===== src/rtl/score_display.sv =====
// Multiplexed seven-segment driver for the reaction-game status: per-frame snapshot,
// last/best alternation in finish mode, ghost-guarded digit scan. Optional SCORE_DISP_LZB_EN.
`timescale 1ns/1ps
module score_display #(
  parameter int DIGITS     = 6,
  parameter int SCAN_DIV   = 4000,
  parameter int ALT_CYCLES = 40_000_000
) (
  input  logic                  i_clk,
  input  logic                  i_rst_n,
  input  logic [2:0]            i_dst,
  input  logic [4*DIGITS-1:0]   i_last,
  input  logic [4*DIGITS-1:0]   i_best,
  output logic [6:0]            o_seg,
  output logic                  o_dp,
  output logic [DIGITS-1:0]     o_an
);

  localparam int PW = (SCAN_DIV > 1)   ? $clog2(SCAN_DIV)   : 1;
  localparam int IW = (DIGITS > 1)     ? $clog2(DIGITS)     : 1;
  localparam int AW = (ALT_CYCLES > 1) ? $clog2(ALT_CYCLES) : 1;

  localparam logic [PW-1:0] PRE_END = PW'(SCAN_DIV - 1);
  localparam logic [IW-1:0] IDX_END = IW'(DIGITS - 1);
  localparam logic [IW-1:0] IDX_SUB = IW'(DIGITS - 2);
  localparam logic [IW-1:0] DP_DIG  = IW'(3);
  localparam logic [AW-1:0] ALT_END = AW'(ALT_CYCLES - 1);

  localparam logic [2:0] D_IDLE   = 3'b000;
  localparam logic [2:0] D_GUARD  = 3'b001;
  localparam logic [2:0] D_MEAS   = 3'b010;
  localparam logic [2:0] D_EARLY  = 3'b011;
  localparam logic [2:0] D_FINISH = 3'b110;

  localparam logic [6:0] G_DASH  = 7'h40;
  localparam logic [6:0] G_E     = 7'h79;
  localparam logic [6:0] G_R     = 7'h50;
  localparam logic [6:0] G_BLANK = 7'h00;

  typedef enum logic {LAST = 1'b0, BEST = 1'b1} phase_t;

  logic [PW-1:0]            pre;
  logic [IW-1:0]            idx;
  logic [2:0]               s_dst;
  logic [DIGITS-1:0][3:0]   s_last, s_best;
  logic [AW-1:0]            alt_cnt, alt_nxt;
  phase_t                   phase, phase_nxt;

  logic pre_end, frame_end;
  assign pre_end   = (pre == PRE_END);
  assign frame_end = pre_end && (idx == IDX_END);

  function automatic logic [6:0] glyph(input logic [3:0] n);
    case (n)
      4'h0: glyph = 7'h3F;
      4'h1: glyph = 7'h06;
      4'h2: glyph = 7'h5B;
      4'h3: glyph = 7'h4F;
      4'h4: glyph = 7'h66;
      4'h5: glyph = 7'h6D;
      4'h6: glyph = 7'h7D;
      4'h7: glyph = 7'h07;
      4'h8: glyph = 7'h7F;
      4'h9: glyph = 7'h6F;
      4'hF: glyph = G_DASH;
      default: glyph = G_BLANK;
    endcase
  endfunction

  // scan timing
  always_ff @(posedge i_clk or negedge i_rst_n) begin
    if (!i_rst_n) begin
      pre <= '0;
      idx <= '0;
    end else if (pre_end) begin
      pre <= '0;
      idx <= (idx == IDX_END) ? '0 : idx + 1'b1;
    end else begin
      pre <= pre + 1'b1;
    end
  end

  // tear-free snapshot, refreshed only at the last cycle of a frame
  always_ff @(posedge i_clk or negedge i_rst_n) begin
    if (!i_rst_n) begin
      s_dst  <= D_IDLE;
      s_last <= '1;
      s_best <= '1;
    end else if (frame_end) begin
      s_dst  <= i_dst;
      s_last <= i_last;
      s_best <= i_best;
    end
  end

  always_ff @(posedge i_clk or negedge i_rst_n) begin
    if (!i_rst_n) begin
      alt_cnt <= '0;
      phase   <= LAST;
    end else begin
      alt_cnt <= alt_nxt;
      phase   <= phase_nxt;
    end
  end

  // outside finish mode the alternation is parked so finish always opens on LAST
  always_comb begin
    alt_nxt   = '0;
    phase_nxt = LAST;
    if (s_dst == D_FINISH) begin
      if (alt_cnt == ALT_END) begin
        alt_nxt   = '0;
        phase_nxt = (phase == LAST) ? BEST : LAST;
      end else begin
        alt_nxt   = alt_cnt + 1'b1;
        phase_nxt = phase;
      end
    end
  end

  logic [DIGITS-1:0][3:0] val;
  logic [3:0]             nib;
  logic                   zb, lit;
  logic [6:0]             seg_nxt;
  logic                   dp_nxt;
  logic [DIGITS-1:0]      an_nxt;

  always_comb begin
    val     = (s_dst == D_FINISH && phase == LAST) ? s_last : s_best;
    nib     = val[idx];
    lit     = 1'b1;
    seg_nxt = G_BLANK;
    dp_nxt  = 1'b0;
    an_nxt  = '0;
`ifdef SCORE_DISP_LZB_EN
    zb = (nib == 4'h0) &&
         ((idx == IDX_END) || (idx == IDX_SUB && val[DIGITS-1] == 4'h0));
`else
    zb = 1'b0;
`endif
    case (s_dst)
      D_IDLE, D_FINISH: begin
        seg_nxt = zb ? G_BLANK : glyph(nib);
        dp_nxt  = (idx == DP_DIG) ||
                  (s_dst == D_FINISH && phase == BEST && idx == IDX_END);
      end
      D_GUARD: seg_nxt = G_DASH;
      D_EARLY: begin
        case (idx)
          IW'(2):        seg_nxt = G_E;
          IW'(1), IW'(0): seg_nxt = G_R;
          default:       seg_nxt = G_BLANK;
        endcase
      end
      D_MEAS:  lit = 1'b0;
      default: lit = 1'b0;
    endcase
    // ghost guard: first cycle of each slot is dark, segments included
    if (lit && pre != '0) begin
      an_nxt = DIGITS'(1) << idx;
    end else begin
      seg_nxt = G_BLANK;
      dp_nxt  = 1'b0;
    end
  end

  always_ff @(posedge i_clk or negedge i_rst_n) begin
    if (!i_rst_n) begin
      o_seg <= '0;
      o_dp  <= 1'b0;
      o_an  <= '0;
    end else begin
      o_seg <= seg_nxt;
      o_dp  <= dp_nxt;
      o_an  <= an_nxt;
    end
  end

endmodule

===== config.mk =====
export PLATFORM = sky130hd
export DESIGN_NAME = score_display
export DESIGN_NICKNAME = d
export VERILOG_FILES = /design/src/rtl/score_display.sv
export SDC_FILE = /design/constraint.sdc
export NUM_CORES = 1
export LEC_CHECK = 0
export ABC_AREA = 1
export CAP_MARGIN = 5
export CORE_ASPECT_RATIO = 0.9
export CORE_UTILIZATION = 45
export CTS_CLUSTER_SIZE = 40
export DETAILED_ROUTE_END_ITERATION = 7
export PLACE_DENSITY = 0.7
export SLEW_MARGIN = 10
export SYNTH_ARGS = -nofsm -noshare
export SYNTH_HDL_FRONTEND = slang
export SYNTH_SLANG_ARGS = --single-unit
export TNS_END_PERCENT = 10

===== constraint.sdc =====
create_clock -name i_clk -period 6.4 [get_ports i_clk]
set_input_delay 1.28 -clock i_clk [delete_from_list [all_inputs] [get_ports i_clk]]
set_output_delay 1.28 -clock i_clk [all_outputs]
set_load 0.1 [all_outputs]

==> flow_summary.toml <==
[clocking]
cts-resized-gates = 0
cts_setup_buffers = 0
clock_path_buffers = 2
ctsHoldBuffers = 0
numCtsBuffers = 9
clk_pin_slew_ps = 80
clock_sinks = 107
cts_root_buf = "clkbuf_16"
htreeDepth = 3
cts_tree = "done"
clock_latency_ps = 360

[critical_path]
crit_required_ps = 5120
crit_type = "reg -> out"
endpoint_kind = "output port"
reg2reg_depth = 12
cp.arrival_ps = 1810
cpPeakStageDelay_ps = 1120
path_cells = "clkdlybuf4s50_1"
crit_slowest_cell = "clkdlybuf4s50_1"
cp-start-kind = "register"
critPathTopFamily = "buffers and inverters"
r2r_start = "idx[1]"
r2r_slack_ps = 3460
cp_max_fo = 1
path_buf_inv = 1
crit_cells = 1
reg2reg_to = "o_seg[3]"

[power]
p_sw_share_pct = 24.09
power.total_w = 0.001414
leakage_nw = 2.664
p_switching_w = 0.0003407
p_clk_share_pct = 40.0
combPwrFrac_pct = 9.1
seqPwrFrac_pct = 50.9
internal-power_w = 0.001074
powerDensity_nw_per_um2 = 221.7
ir_drop_mv = 0.1358

[routing]
drtAntennaViolNets = 0
drc = 0
wl_per_cell_um = 14.57
drt_iter0_drc = 304
finalWirelength_mm = 11.31
dr_total_vias = 4027
vias_per_cell = 5.189
firstDrtPassIters = 6

[synthesis]
synth_edf_count = 0
yosys_most_used_dff = "dfrtp_1"
synth_warnings = 0
async_flop_share_pct = 100.0
synth.cell_area_um2 = 5250
syn_avg_cell_area_um2 = 9.615
synth_cells = 546
seq_area_frac_synth_pct = 52.14
synth_seq_cells = 107
synth_cell_types = 43
synth_nets = 609

[floorplanning]
die_y_um = 104.5
row_count = 37
die_w_um = 115.9
die_area_um2 = 12100
start_util_pct = 46.10
io_pins = 67
coreArea_um2 = 11390

[worst_hold_path]
hold_class = "reg -> reg"
min_from = "alt_cnt[0]"
hold_path_depth = 1
holdPathEnd = "alt_cnt[0]"

[layout]
final_common_cell = "nand2_1"
num_antenna_cells = 0
mostFrequentLayoutCells = "76 x nand2_1, 65 x clkdlybuf4s50_1, 59 x dfrtp_1, 57 x nor2_1, 53 x inv_1"
area_growth_syn_to_layout_pct = 21.52
nFillCells = 1014
final_cell_area_um2 = 6380
drive_above_1_share_pct = 17.90
nets = 678

[sta]
slew_headroom_pct = 33.16
tns_ps = 0
drv_slew = 0
fin_crit_ps = 3087
hold_viol = 0
finClkSkew_ps = 9.582
fmax_ghz = 0.3239
fin_crit_sh_pct = 48.24
tightest_slew_ps = 998.9
whs_ps = 463.5
finalSetupViolations = 0
rsz0062_at_grt = "false"

[global_route]
grt_pass1_vias = 3918
overflow = 0
grt_usage_pct = 20.36
antenna_found_initial = 0
grt_pass1_wl_mm = 18.68
grt_max_degree = 67

[place]
portBuffers = 66
hpwl_mm = 8.168
placed_area_um2 = 6067
place_congestion = 0.8345

[run]
maxCapViolations = 0

[outcome]
outcome = "finished clean"
worst reg2reg max path: stages, from the launching register on:
cell,delay (ps)
dfrtp_1,440
nor2_1,780
inv_1,350
o22ai_1,200
nor3_1,60
nor2_1,130
a21oi_1,120
ha_1,300
inv_1,80
nand3_1,80
nand3_1,120
nand3_1,80
a21oi_1,120
routing by layer:
metal  vias to the layer above  part of all wire [%]  GRT usage (%)
li1                       1981                     -              -
met1                      1922                    47          28.37
met2                       112                    46          30.74
met3                        12                   5.9          5.186
met4                         0                   1.4          6.868
met5                         -                     0              0
final cells by class:
cell class | instances | area (um2) | area share [%]
multi-input combinational | 368 | 2241 | 35.12
sequential | 107 | 2738 | 42.91
clock inverter | 7 | 82.58 | 1.294
inverter | 62 | 232.7 | 3.648
clock buffer | 9 | 225.2 | 3.530
timing repair buffer | 67 | 665.6 | 10.43
tap | 156 | 195.2 | 3.059
registers in the layout (all words and copies together) (netlist names):
register  count
alt_cnt      26
s_best       24
s_last       24
pre          12
o_seg         7
o_an          6
idx           3
s_dst         3
o_dp          1
phase         1
cell families after synthesis:
group,Yosys count,synth area share [%]
and+or+nand+nor,232,20.52
DFF,107,52.14
muxes,51,10.94
buffers and inverters,71,5.267
xor gates and xnor gates,3,0.5006
AOI/OAI and AO/OA,72,8.246
adders and majority gates,10,2.383
power groups by stage:
stage                     clock (W)  combinational [W]  sequential (W)
after floorplan                   0          0.0000466        0.000749
after global placement            0           0.000127        0.000730
after detailed placement          0           0.000130        0.000731
after CTS                  0.000579           0.000131        0.000719
after global routing       0.000610           0.000142        0.000722
final                      0.000566           0.000129        0.000720
cell usage after synthesis, types with 2 or more instances:
cell type | count | area [um2]
nand2_1 | 76 | 285.3
dfrtp_1 | 59 | 1476
nor2_1 | 57 | 214.0
inv_1 | 53 | 198.9
nand3_1 | 49 | 245.2
dfstp_2 | 48 | 1261
mux2_1 | 31 | 349.1
a21oi_1 | 26 | 130.1
mux2_2 | 20 | 225.2
nor3_1 | 17 | 85.08
o21ai_0 | 16 | 80.08
ha_1 | 10 | 125.1
nand4_1 | 9 | 56.30
buf_2 | 8 | 40.04
inv_2 | 8 | 30.03
a22o_1 | 6 | 52.55
nor4_1 | 6 | 37.54
o21ai_1 | 5 | 25.02
a31oi_1 | 4 | 25.02
nand2_2 | 4 | 25.02
nor2_2 | 4 | 25.02
a211oi_1 | 3 | 22.52
nand2_4 | 2 | 22.52
o21a_1 | 2 | 15.01
o21ai_2 | 2 | 17.52
o22ai_1 | 2 | 12.51
or2_1 | 2 | 12.51
xor2_1 | 2 | 17.52
worst max path at each step:
stage / start / end / slack, ps
floorplan: o_an[0] / o_an[0] / 4240
global placement: idx[1] / o_seg[3] / 3670
detailed placement: idx[1] / o_seg[3] / 3610
CTS: o_an[4] / o_an[4] / 3300
global route: o_an[5] / o_an[5] / 3260
finish: o_an[4] / o_an[4] / 3310
stage by stage:
| stage | util [%] | cells | worst slack (ps) |
|---|---|---|---|
| after floorplan | - | 546 | 4237 |
| after global placement | 53.27 | 760 | 3668 |
| after detailed placement | 53.27 | 760 | 3607 |
| after CTS | 55.98 | 776 | 3299 |
| after global routing | 56.02 | 776 | 3261 |
| final | 56.02 | 776 | 3313 |
(Power assumes the default switching activity.)
